===== src/rtl/readout_frame_scheduler_pkg.sv =====
// Shared definitions for the readout frame scheduler: one-hot state codes and timing helpers.
// Timer reload values are "cycles minus one" so a zero flag marks the final cycle of a window.
package readout_frame_scheduler_pkg;

    localparam logic [31:0] ST_IDLE    = 32'h0000_0001;
    localparam logic [31:0] ST_EXPOSE  = 32'h0000_0002;
    localparam logic [31:0] ST_TRIG    = 32'h0000_0004;
    localparam logic [31:0] ST_WAIT_LO = 32'h0000_0008;
    localparam logic [31:0] ST_GAP     = 32'h0000_0010;

    localparam logic [31:0] DEFAULT_T_TIMEOUT = 32'd1024;

    typedef enum logic [31:0] {
        S_idle    = ST_IDLE,
        S_expose  = ST_EXPOSE,
        S_trig    = ST_TRIG,
        S_wait_lo = ST_WAIT_LO,
        S_gap     = ST_GAP
    } state_t;

    // A window of t cycles (t=0 behaves as 1) reloads the down-counter with t-1.
    function automatic logic [31:0] load_of(input logic [31:0] t);
        return (t == 32'd0) ? 32'd0 : t - 32'd1;
    endfunction

endpackage


===== src/rtl/readout_frame_scheduler_frame_timer.sv =====
// Loadable 32-bit down-counter; zero is high once the count reaches 0 and it then holds there.
// Latency: a load takes effect on the next edge; no backpressure.
module frame_timer (
    input  logic        TX_CLK,
    input  logic        rst_n,
    input  logic        load,
    input  logic [31:0] load_val,
    output logic        zero
);

    logic [31:0] cnt;

    always_ff @(posedge TX_CLK or negedge rst_n) begin
        if (!rst_n) begin
            cnt <= '0;
        end else if (load) begin
            cnt <= load_val;
        end else if (cnt != 32'd0) begin
            cnt <= cnt - 32'd1;
        end
    end

    assign zero = (cnt == 32'd0);

endmodule


===== src/rtl/readout_frame_scheduler.sv =====
// Sequences expose -> trigger handshake -> readout -> gap frames; outputs registered, EXPOSE/trigger_o lag state by one cycle.
// Backpressure: trigger_o is held until re_busy rises, and a stop never truncates a readout in progress.
module readout_frame_scheduler
    import readout_frame_scheduler_pkg::*;
(
    input  logic        TX_CLK,
    input  logic        rst_n,
    input  logic        start,
    input  logic        stop,
    input  logic        continuous,
    input  logic [31:0] NUM_FRAMES,
    input  logic [31:0] T_EXPOSE,
    input  logic [31:0] T_GAP,
    input  logic [31:0] T_TIMEOUT,
    input  logic        re_busy,
    output logic        trigger_o,
    output logic        EXPOSE,
    output logic        sched_busy,
    output logic [31:0] frame_cnt,
    output logic        seq_done,
    output logic        timeout_err
);

    state_t      state, state_nxt;
    logic        stop_pend, to_en, cont_q;
    logic [31:0] num_frames_q;
    logic        tmr_load, tmr_zero;
    logic [31:0] tmr_val;
    logic        done_nxt, start_seq, empty_seq, frame_done, timed_out;
    logic [31:0] cnt_next;

    assign cnt_next = frame_cnt + 32'd1;

    frame_timer u_timer (
        .TX_CLK   (TX_CLK),
        .rst_n    (rst_n),
        .load     (tmr_load),
        .load_val (tmr_val),
        .zero     (tmr_zero)
    );

    always_comb begin
        state_nxt  = state;
        tmr_load   = 1'b0;
        tmr_val    = '0;
        done_nxt   = 1'b0;
        start_seq  = 1'b0;
        empty_seq  = 1'b0;
        frame_done = 1'b0;
        timed_out  = 1'b0;
        case (state)
            S_idle: begin
                if (start && !stop) begin
                    if (!continuous && NUM_FRAMES == 32'd0) begin
                        empty_seq = 1'b1;
                        done_nxt  = 1'b1;
                    end else begin
                        start_seq = 1'b1;
                        state_nxt = S_expose;
                        tmr_load  = 1'b1;
                        tmr_val   = load_of(T_EXPOSE);
                    end
                end
            end
            S_expose: begin
                if (stop) begin
                    state_nxt = S_idle;
                    done_nxt  = 1'b1;
                end else if (tmr_zero) begin
                    state_nxt = S_trig;
                    tmr_load  = 1'b1;
                    tmr_val   = load_of(T_TIMEOUT);
                end
            end
            S_trig: begin
                if (re_busy) begin
                    state_nxt = S_wait_lo;
                end else if (to_en && tmr_zero) begin
                    state_nxt = S_idle;
                    timed_out = 1'b1;
                end
            end
            S_wait_lo: begin
                if (!re_busy) begin
                    frame_done = 1'b1;
                    if ((!cont_q && cnt_next == num_frames_q) || stop_pend || stop) begin
                        state_nxt = S_idle;
                        done_nxt  = 1'b1;
                    end else if (T_GAP == 32'd0) begin
                        state_nxt = S_expose;
                        tmr_load  = 1'b1;
                        tmr_val   = load_of(T_EXPOSE);
                    end else begin
                        state_nxt = S_gap;
                        tmr_load  = 1'b1;
                        tmr_val   = load_of(T_GAP);
                    end
                end
            end
            S_gap: begin
                if (stop) begin
                    state_nxt = S_idle;
                    done_nxt  = 1'b1;
                end else if (tmr_zero) begin
                    state_nxt = S_expose;
                    tmr_load  = 1'b1;
                    tmr_val   = load_of(T_EXPOSE);
                end
            end
            default: state_nxt = S_idle;
        endcase
    end

    always_ff @(posedge TX_CLK or negedge rst_n) begin
        if (!rst_n) begin
            state        <= S_idle;
            trigger_o    <= 1'b0;
            EXPOSE       <= 1'b0;
            sched_busy   <= 1'b0;
            seq_done     <= 1'b0;
            timeout_err  <= 1'b0;
            frame_cnt    <= '0;
            stop_pend    <= 1'b0;
            to_en        <= 1'b0;
            cont_q       <= 1'b0;
            num_frames_q <= '0;
        end else begin
            state      <= state_nxt;
            trigger_o  <= (state == S_trig);
            EXPOSE     <= (state == S_expose);
            sched_busy <= (state_nxt != S_idle);
            seq_done   <= done_nxt;
            if (start_seq || empty_seq) begin
                frame_cnt    <= '0;
                timeout_err  <= 1'b0;
                cont_q       <= continuous;
                num_frames_q <= NUM_FRAMES;
            end else begin
                if (frame_done) frame_cnt <= cnt_next;
                if (timed_out) timeout_err <= 1'b1;
            end
            // A stop seen mid-handshake is remembered until the readout finishes.
            if (state_nxt == S_idle) begin
                stop_pend <= 1'b0;
            end else if (stop && (state == S_trig || state == S_wait_lo)) begin
                stop_pend <= 1'b1;
            end
            if (state_nxt == S_trig && state != S_trig) begin
                to_en <= (T_TIMEOUT != 32'd0);
            end
        end
    end

endmodule

===== config.mk =====
export PLATFORM = sky130hd
export DESIGN_NAME = readout_frame_scheduler
export DESIGN_NICKNAME = d
export VERILOG_FILES = /design/src/rtl/readout_frame_scheduler_pkg.sv /design/src/rtl/readout_frame_scheduler_frame_timer.sv /design/src/rtl/readout_frame_scheduler.sv
export SDC_FILE = /design/constraint.sdc
export NUM_CORES = 1
export LEC_CHECK = 0
export ABC_AREA = 1
export BUFFER_PORTS_ARGS = -buffer_cell sky130_fd_sc_hd__buf_2
export CAP_MARGIN = 20
export CORE_MARGIN = 3
export CORE_UTILIZATION = 50
export DETAILED_ROUTE_END_ITERATION = 7
export GPL_TIMING_DRIVEN = 0
export PLACE_DENSITY = 0.74
export SLEW_MARGIN = 25
export SYNTH_ARGS = -nofsm -noshare
export SYNTH_HDL_FRONTEND = slang
export SYNTH_SLANG_ARGS = --single-unit

===== constraint.sdc =====
create_clock -name TX_CLK -period 2.3 [get_ports TX_CLK]
set_input_delay 0.345 -clock TX_CLK [delete_from_list [all_inputs] [get_ports TX_CLK]]
set_output_delay 0.345 -clock TX_CLK [all_outputs]
set_load 0.1 [all_outputs]

==> Word-level counts from Yosys, hierarchy flattened <==
Cells that the tools add are included.
{ "op_classes": {"add_sub_neg": 5, "mul": 0, "div": 0, "magnitude_cmp": 0, "n_eq_ne": 10, "n_shift": 0, "muxes": 52, "n_bitwise": 0, "n_reduce_logical": 25} }
{ "op_table": {"columns": ["op", "n"], "rows": [
  ["$mux 32", 24],
  ["$logic_not 32->1", 5],
  ["$pmux 32 s5", 1],
  ["$pmux 32 s4", 1],
  ["$sub 32x1->32 const B", 4],
  ["$eq 32x1->1 const B", 2],
  ["$eq 32x3->1 const B", 2],
  ["$reduce_bool 32->1", 2],
  ["$add 32x1->32 const B", 1],
  ["$eq 32x2->1 const B", 1],
  ["$eq 32x32->1", 1],
  ["$eq 32x4->1 const B", 1],
  ["$eq 32x5->1 const B", 1],
  ["$ne 32x1->1 const B", 1],
  ["$ne 32x3->1 const B", 1],
  ["$mux 1", 22],
  ["$mux 5", 2],
  ["$reduce_bool 2->1", 4],
  ["$logic_and 1x1->1", 6],
  ["$pmux 1 s3", 2],
  ["$logic_or 1x1->1", 4],
  ["$logic_not 1->1", 3],
  ["$reduce_or 2->1", 1]
]} }
{ "word_totals": {"ff_bits": 136, "latchBits": 0, "ram_bits": 0, "romBits": 0, "output_inout_bits": 37, "elab_cells": 104, "mem_count": 0} }

==> Logic depth before layout (Yosys ltp) <==
Gate-level depths: netlist of the first run.
{ "depth": {"word_depth": 10, "depth_mapped": 21, "ltp_nobuf": 20} }

==> Cells and area by module <==
From an unflattened synthesis of the first run, not the netlist that was laid out.
{ "hier_totals": {"hier_cells": 1640, "area_unflattened_um2": 10973.0} }
{ "by_module_without_submodules": {"columns": ["mod", "n_inst", "cells_each", "area_per_inst_um2"], "rows": [
  ["readout_frame_scheduler", 1, 1313, 8773.4],
  ["frame_timer", 1, 327, 2199.6]
]} }

==> Worst setup path after synthesis of the first run <==
Ideal clock, no wire load.
{ "synth_timing": {"kind": "register to register", "from": "register frame_cnt[0]", "to": "register u_timer.cnt[5]", "arrival_ps": 3146, "slack_ps": -967, "path_stages_with_launch": 18, "period_less_slack_ps": 3267, "path_cell_list": "dfrtp_1 ha_1 nand2_1 nor2_4 nand2_4 nor2_4 nand3_1 nand3b_1 nand2_1 nor2_1 nand2_1 nor2_1 nand3_2 nand3_4 nand2_1 buf_2 nor3b_1 nor2_1"} }
{ "synth_between": {"elab_chain_cells": 9, "elab_cells_between_ends": 13, "classes_between": "1 x add/sub; 1 x eq/ne; 7 x mux; 4 x reduce/logical"} }
{ "synth_lines": {"columns": ["element", "line", "text"], "rows": [
  ["start, declared", "readout_frame_scheduler.sv:19", "output logic [31:0] frame_cnt,"],
  ["start signal, assigned", "readout_frame_scheduler.sv:139", "if (frame_done) frame_cnt <= cnt_next;"],
  ["$add 32x1->32 *", "readout_frame_scheduler.sv:32", "assign cnt_next = frame_cnt + 32'd1;"],
  ["$eq 32x32->1 *", "readout_frame_scheduler.sv:86", "if ((!cont_q && cnt_next == num_frames_q) || stop_pend || stop) begin"],
  ["$logic_and 1x1->1 *", "readout_frame_scheduler.sv:86", null],
  ["$logic_or 1x1->1 * (2 in series)", "readout_frame_scheduler.sv:86", null],
  ["$mux 32 / $mux 1 (equally long branches)", "readout_frame_scheduler.sv:86", null],
  ["$mux 32 / $mux 1 (equally long branches)", "readout_frame_scheduler.sv:84", "if (!re_busy) begin"],
  ["$pmux 32 s4 / $pmux 1 s3 (equally long branches)", "readout_frame_scheduler.sv:51", "case (state)"],
  ["$mux 32 / $reduce_bool 2->1 (equally long branches)", null, null],
  ["end signal, assigned", "readout_frame_scheduler_frame_timer.sv:17", "cnt <= load_val;"],
  ["end signal, assigned", "readout_frame_scheduler_frame_timer.sv:19", "cnt <= cnt - 32'd1;"],
  ["end, declared", "readout_frame_scheduler_frame_timer.sv:11", "logic [31:0] cnt;"]
]} }
Mark *: on every way between the ends. The rest lies on a longest branch, timed or not.
A chain may end at the register's enable or synchronous reset.

==> Worst setup path in the final report of the first run <==
{ "layout_timing": {"from": "register frame_cnt[0]", "to": "register u_timer.cnt[7]"} }
Same word-level chain as after synthesis.

==> results.md, run 1 <==
- Combinational power share: 0.214
- Least-Margin Pin Slew: 0.708 ns
- Reg power frac: 0.388
- Ys async rst share: 1.00
- Most frequent cells in the layout: 411 x nand2_1, 304 x nor2_1, 233 x inv_1
- Max transition margin: 0.528
- Worst vdd ir: 0.000467 V
- Crit-path max FO: 8
- Total gr overflow: 0
- Power density over the cells: 511 mW/mm²
- Number of synthesized flops with an enable pin: 0
- Width of the die: 155 µm
- Worst Skew: 0.0159 ns
- Fin nets: 2154
- Initial DRC count: 1375
- Failing checks: setup timing
- Vias in the first global route: ~12000
- Worst Hold Endpoint: num_frames_q[28]
- CP arrival: 3.36 ns
- Buffers on Ports: between 150 and 200
- Minimum clock period: approximately 3 ns
- RSZ-0062 raised after global routing: yes
- Area of the mapped netlist: 0.0111 mm²
- Row cnt: 53
- Min-delay src: NUM_FRAMES[28]
- Total track usage: 0.330
- Initial core utilization: 0.518
- CTS tree: yes
- Cells after synthesis: 1758
- Sequential area share after synthesis: 0.308
- Max-slew violations: 0
- Die area: 0.0239 mm²
- I/O Pins: 171
- Kind of critical path: reg -> reg
- Switching portion of total power: 0.333
- Hold path depth: 3
- Final Cycle Share: 1.30
- CP Capture Type: flip-flop
- Placed wire-length estimate: 31500 µm
- Syn avg cell area: 6.29 µm²
- Ys Warns: 0
- Clk_lat worst skew: approximately 0.43 ns
- Fin Setup TNS: -23.15 ns
- Most common cell after layout, fill and taps aside: nand2_1
- CTS H-Tree Depth: 4
- Worst r2r dst: u_timer.cnt[7]
- FF+latch area: 0.00346 mm²
- Die H: ~150 µm
- Largest area contributor in the netlist: dfrtp_1
- Initial antenna violation count: 0
- Min setup slack post-route: -0.689 ns
- Largest net degree at the start of global routing: between 70 and 80
- # DRC: 0
- Switch Pwr: 2.35 mW
- Layout cell share with drive strength beyond 1: 0.201
- Overall power: 7.05 mW
- Routability cong.: 0.984
- Flops & latches, synth: 136
- Largest cells by area after synthesis: dfrtp_1 31%, nand2_1 15%, nor2_1 11%
- CTS Root Cell: clkbuf_16
- HP Class: in -> reg
- CTS Buf Count: 17
- Core area: about 0.021 mm²
- Final setup fails: 41
- Area share of the largest cell type after synthesis: 0.306
- Reg2Reg Depth: 18
- LEAKAGE: 6.72 nW
- Post-route ant nets: 0
- Drt wl/cell: between 15 and 20 µm
- Final hold viol count: 0
- Max-cap viol count: 0
- R2R Setup Slk: -0.69 ns
- Type of origin of the critical path: flip-flop
- Required time of the critical path: 2.67 ns
- Clk pwr share: 0.397
- # fillers: roughly 2000
- Clk sink count: 136
- Number of vias per cell: around 5.5
- Vias post-DR: around 13000
- Yosys cell types: 56
- Clock-pin slew on the worst setup and hold paths: 0.07 ns
- RR Startpoint: frame_cnt[0]
- Achievable Freq: 0.335 GHz
- Multi-input gate area: 0.00701 mm²
- Internal Power: ~4.7 mW
- First-pass GRT wire length: 62500 µm
- Final wirelength: about 40000 µm
- Predominant post-synthesis flop cell: dfrtp_1
- First-pass detailed-route iteration total: 6
- Area Overhead vs Synth: 24.9%
- Buffer depth of the longest clock path: 2
- Status: finished, violations left
sequential cells by signal (all words and copies together) (netlist names):
signal        flops
EXPOSE            1
cont_q            1
frame_cnt        32
num_frames_q     32
sched_busy        1
seq_done          1
state            32
stop_pend         1
timeout_err       1
to_en             1
trigger_o         1
u_timer.cnt      32
cell families (layout without fill, tap and decap cells):
family,Yosys count,count (layout),synth area share
other,1,28,0.000339
AND/OR/NAND/NOR,1060,1060,0.421
flip-flops,136,136,0.308
AO/OA/AOI/OAI,197,197,0.101
adder cells (fa/ha/maj),7,7,0.00792
buffers and inverters,276,518,0.0963
XOR/XNOR,80,80,0.0646
multiplexers,1,1,0.000906
worst max-delay path by stage:
stage | slack, ns | endpoint | from | cells past startpoint
floorplan | -0.35 | u_timer.cnt[27] | frame_cnt[0] | 19
global placement | -1.45 | frame_cnt[2] | rst_n | 1
detailed placement | -0.86 | u_timer.cnt[26] | frame_cnt[0] | 19
CTS | -0.55 | u_timer.cnt[14] | frame_cnt[1] | 19
global route | -0.84 | u_timer.cnt[3] | frame_cnt[1] | 19
finish | -0.69 | u_timer.cnt[7] | frame_cnt[0] | 18
Yosys cell counts, types with 21 or more instances:
cell / instances
xor2_1: 52
nor2_1: 317
a21oi_1: 41
nand2_1: 437
clkbuf_1: 22
xnor2_1: 27
nand4_1: 50
inv_1: 239
nand3_1: 137
o22ai_1: 21
nand3b_1: 21
dfrtp_1: 135
o21ai_0: 96
nor3_1: 33
per-stage QoR:
step           area (µm²)  setup slack [ns]  utilization  hold WS (ns)  std cells
2_1_floorplan       11300            -0.346            -        0.0494       1784
3_3_place_gp        12500             -1.45        0.583         0.470       2229
3_5_place_dp        12500            -0.864        0.585         0.309       2230
4_1_cts             13600            -0.551        0.636         0.133       2291
5_1_grt             13800            -0.836        0.646         0.144       2301
6_report            13800            -0.689        0.646         0.134       2302
layout make-up:
type,count,share of cell area
Clock inverter,14,0.0116
Multi-Input combinational cell,1372,0.508
Buffer,33,0.0183
Tap cell,275,0.0249
Sequential cell,136,0.251
Antenna cell,1,0.000181
Inverter,243,0.0663
Timing Repair Buffer,210,0.0891
Clock buffer,18,0.0311
layer usage:
| metal | track usage | vias to the layer above | wire length (µm) |
|---|---|---|---|
| li1 | - | 6143 | - |
| met1 | 0.484 | 5909 | 17800 |
| met2 | 0.517 | 620 | 17800 |
| met4 | 0.0757 | 0 | 781 |
| met3 | 0.0464 | 76 | 3890 |
| met5 | 0 | - | 0 |
power by group through the flow:
stage               Sequential (mW)  Combinational [mW]  Clock [mW]
CTS                            2.73                1.44        2.80
finish                         2.74                1.51        2.80
global placement               2.76                1.33           0
global route                   2.76                1.67        2.92
floorplan                      2.94               0.703           0
detailed placement             2.76                1.36           0
worst max-delay path: stages (launching register included):
cell and delay [ns]:
dfrtp_4 0.44, ha_4 0.16, nand2_4 0.06, nor2_4 0.25, nand2_4 0.14, nor2_4 0.26, nand3_2 0.15, nand3b_1 0.14
nand2_1 0.06, nor2_1 0.11, nand2_1 0.11, nor2_2 0.14, nand3_4 0.14, nand3_4 0.16, nand2_8 0.10, buf_4 0.17
buf_4 0.13, nor2_1 0.08, o21a_1 0.12
repair_timing:
action	in CTS	in global routing
endpoints found under the setup margin	102	102
hold buffers	1	0
pin swaps	14	13
setup buffers	27	15
cloned	1	0
hold endpoints to repair	61	0
resized for setup	79	56
Note: power is estimated with default switching activity, not from simulation.
==> run 2: changes to the inputs <==
==> constraint.sdc (replaced) <==
create_clock -name TX_CLK -period 2.3 [get_ports TX_CLK]
set_input_delay 0 -clock TX_CLK [delete_from_list [all_inputs] [get_ports TX_CLK]]
set_output_delay 0 -clock TX_CLK [all_outputs]
set_load 0.1 [all_outputs]
==> run 2 against run 1 <==
  * The flow still finishes with violations (setup timing)
  * Die area unchanged
  * Total power increased by 0.92%
  * Worst setup slack got worse by 0.020 ns
  * Count of clock-buffer cells in the layout unchanged
  * Sequential power about the same
  * First-iteration DRC count increased by 6.0%
  * Cell count increased by 1.8%
  * Utilization increased by 1.9 points
  * Fmax decreased by 0.68%
  * Cell area increased by 2.9%
  * Clock power about the same
  * Flip-flop and latch count unchanged
  * Largest cell class unchanged
  * Largest power group unchanged
==> results.md, run 2 (synthesis gave the netlist of run 1 again) <==
- Overall power: roughly 7.1 mW
- Max-slew violations: 0
- Width of the die: 155 µm
- RSZ-0062 raised after global routing: yes
- Number of vias per cell: 5.55
- First-pass GRT wire length: 64200 µm
- Buffer depth of the longest clock path: 2
- HP Class: in -> reg
- Achievable Freq: 0.332 GHz
- RR Startpoint: frame_cnt[1]
- R2R Setup Slk: -0.71 ns
- Die area: 0.0239 mm²
- LEAKAGE: 6.90 nW
- Power density over the cells: around 500 mW/mm²
- Post-route ant nets: 0
- Placed wire-length estimate: between 30000 and 40000 µm
- CTS tree: yes
- Total track usage: 0.338
- Area Overhead vs Synth: 28.5%
- Min-delay src: T_TIMEOUT[17]
- Setup crit start: frame_cnt[1]
- Hold path depth: 4
- Final setup fails: 42
- Die H: roughly 150 µm
- Clock-pin slew on the worst setup and hold paths: about 0.07 ns
- Type of origin of the critical path: flip-flop
- Routability cong.: 0.984
- Kind of critical path: reg -> reg
- Crit-path max FO: 8
- CTS Buf Count: 17
- Vias in the first global route: 12100
- Row cnt: 53
- Worst Skew: 0.0158 ns
- Final core utilization: 0.665
- Reg2Reg Depth: 18
- Worst vdd ir: 0.000452 V
- Most common cell after layout, fill and taps aside: nand2_1
- Most frequent cells in the layout: 412 x nand2_1, 304 x nor2_1, 233 x inv_1
- Clk sink count: 136
- Buffers on Ports: 170
- Worst r2r dst: u_timer.cnt[7]
- Least-Margin Pin Slew: slightly above 0.7 ns
- I/O Pins: 171
- Largest net degree at the start of global routing: 76
- Initial core utilization: 0.518
- Worst Hold Endpoint: u_timer.cnt[17]
- Layout cell share with drive strength beyond 1: 0.199
- # fillers: 1929
- CP arrival: 3.38 ns
- Fin nets: approximately 2200
- First-pass detailed-route iteration total: 6
- Final Cycle Share: 1.31
- Min setup slack post-route: -0.709 ns
- Placed cells: 2230
- Initial antenna violation count: 0
- Total gr overflow: 0
- Max transition margin: 0.516
- Required time of the critical path: ~2.7 ns
- Failing checks: setup timing
- CTS Root Cell: clkbuf_16
- Drt wl/cell: roughly 18 µm
- Status: finished, violations left
- # DRC: 0
- Final hold viol count: 0
- Max-cap viol count: 0
- Final wirelength: 41400 µm
- Core area: 0.0214 mm²
- Clk_lat worst skew: approximately 0.43 ns
- Non-filler cells in the finished layout: 2343
- CTS H-Tree Depth: 4
- CP Capture Type: flip-flop
- Vias post-DR: 13000
- Initial DRC count: 1458
- Minimum clock period: between 3 and 4 ns
-- run 2: changes by cell type in the layout (fill, tap and decap cells not counted), sizes merged --
cell | before | now
dlygate4sd3 | 1 | 38
buf | 220 | 225
clkbuf | 40 | 39
-- run 2: layout make-up --
| type | instances | area [µm²] | area share |
|---|---|---|---|
| Antenna cell | 1 | 2.50 | 0.000176 |
| Buffer | 33 | 248 | 0.0174 |
| Clock buffer | 18 | 429 | 0.0302 |
| Clock inverter | 14 | 160 | 0.0113 |
| Inverter | 243 | 916 | 0.0645 |
| Multi-Input combinational cell | 1372 | 7010 | 0.494 |
| Sequential cell | 136 | 3460 | 0.244 |
| Tap cell | 275 | 344 | 0.0242 |
| Timing Repair Buffer | 251 | 1630 | 0.115 |
-- run 2: power breakdown --
group / leakage [nW] / total [mW] / switching, mW / internal (mW)
clock: 0.275 / 2.79 / 1.17 / 1.62
sequential: 1.62 / 2.74 / 0.178 / 2.56
combinational: 5.00 / 1.58 / 1.01 / 0.569
-- run 2: how the worst max path moves through the flow --
| stage | slack [ns] | to | cells after the start |
|---|---|---|---|
| after floorplan | -0.35 | u_timer.cnt[27] | 19 |
| after global placement | -1.11 | frame_cnt[2] | 1 |
| after detailed placement | -0.86 | u_timer.cnt[26] | 19 |
| after CTS | -0.55 | u_timer.cnt[14] | 19 |
| after global routing | -0.83 | u_timer.cnt[3] | 19 |
| final | -0.71 | u_timer.cnt[7] | 18 |
-- run 2: critical path, stage by stage (launching register included) --
cell      delay (ns)
dfrtp_4         0.44
ha_4            0.16
nand2_4         0.06
nor2_4          0.26
nand2_4         0.14
nor2_4          0.26
nand3_2         0.16
nand3b_1        0.14
nand2_1         0.06
nor2_1          0.11
nand2_1         0.11
nor2_2          0.14
nand3_4         0.15
nand3_4         0.16
nand2_8         0.10
buf_4           0.17
buf_4           0.13
nor2_1          0.08
o21a_1          0.12
-- run 2: per-stage QoR --
step	setup WS, ns	hold WS (ns)	setup TNS (ns)	area, µm²
4_1_cts	-0.551	0.00279	-19.01	13900
6_report	-0.709	0.0144	-24.05	14200
3_3_place_gp	-1.11	0.222	-148.67	12500
5_1_grt	-0.832	0.0447	-29.71	14200
3_5_place_dp	-0.864	-0.0361	-55.12	12500
2_1_floorplan	-0.346	-0.296	-10.82	11300
-- run 2: layer usage --
layer | vias up | GRT usage | part of all wire
met4 | 0 | 0.0770 | 0.019
met3 | 72 | 0.0450 | 0.10
met1 | 6005 | 0.492 | 0.43
met5 | - | 0 | 0
li1 | 6228 | - | -
met2 | 690 | 0.538 | 0.45
-- run 2: what timing repair did --
item | in CTS | in global routing
endpoints found under the hold margin | 172 | 0
hold buffers | 38 | 0
resized for setup | 79 | 55
endpoints found under the setup margin | 102 | 102
cloned | 1 | 0
setup buffers | 27 | 18
pin swaps | 14 | 17
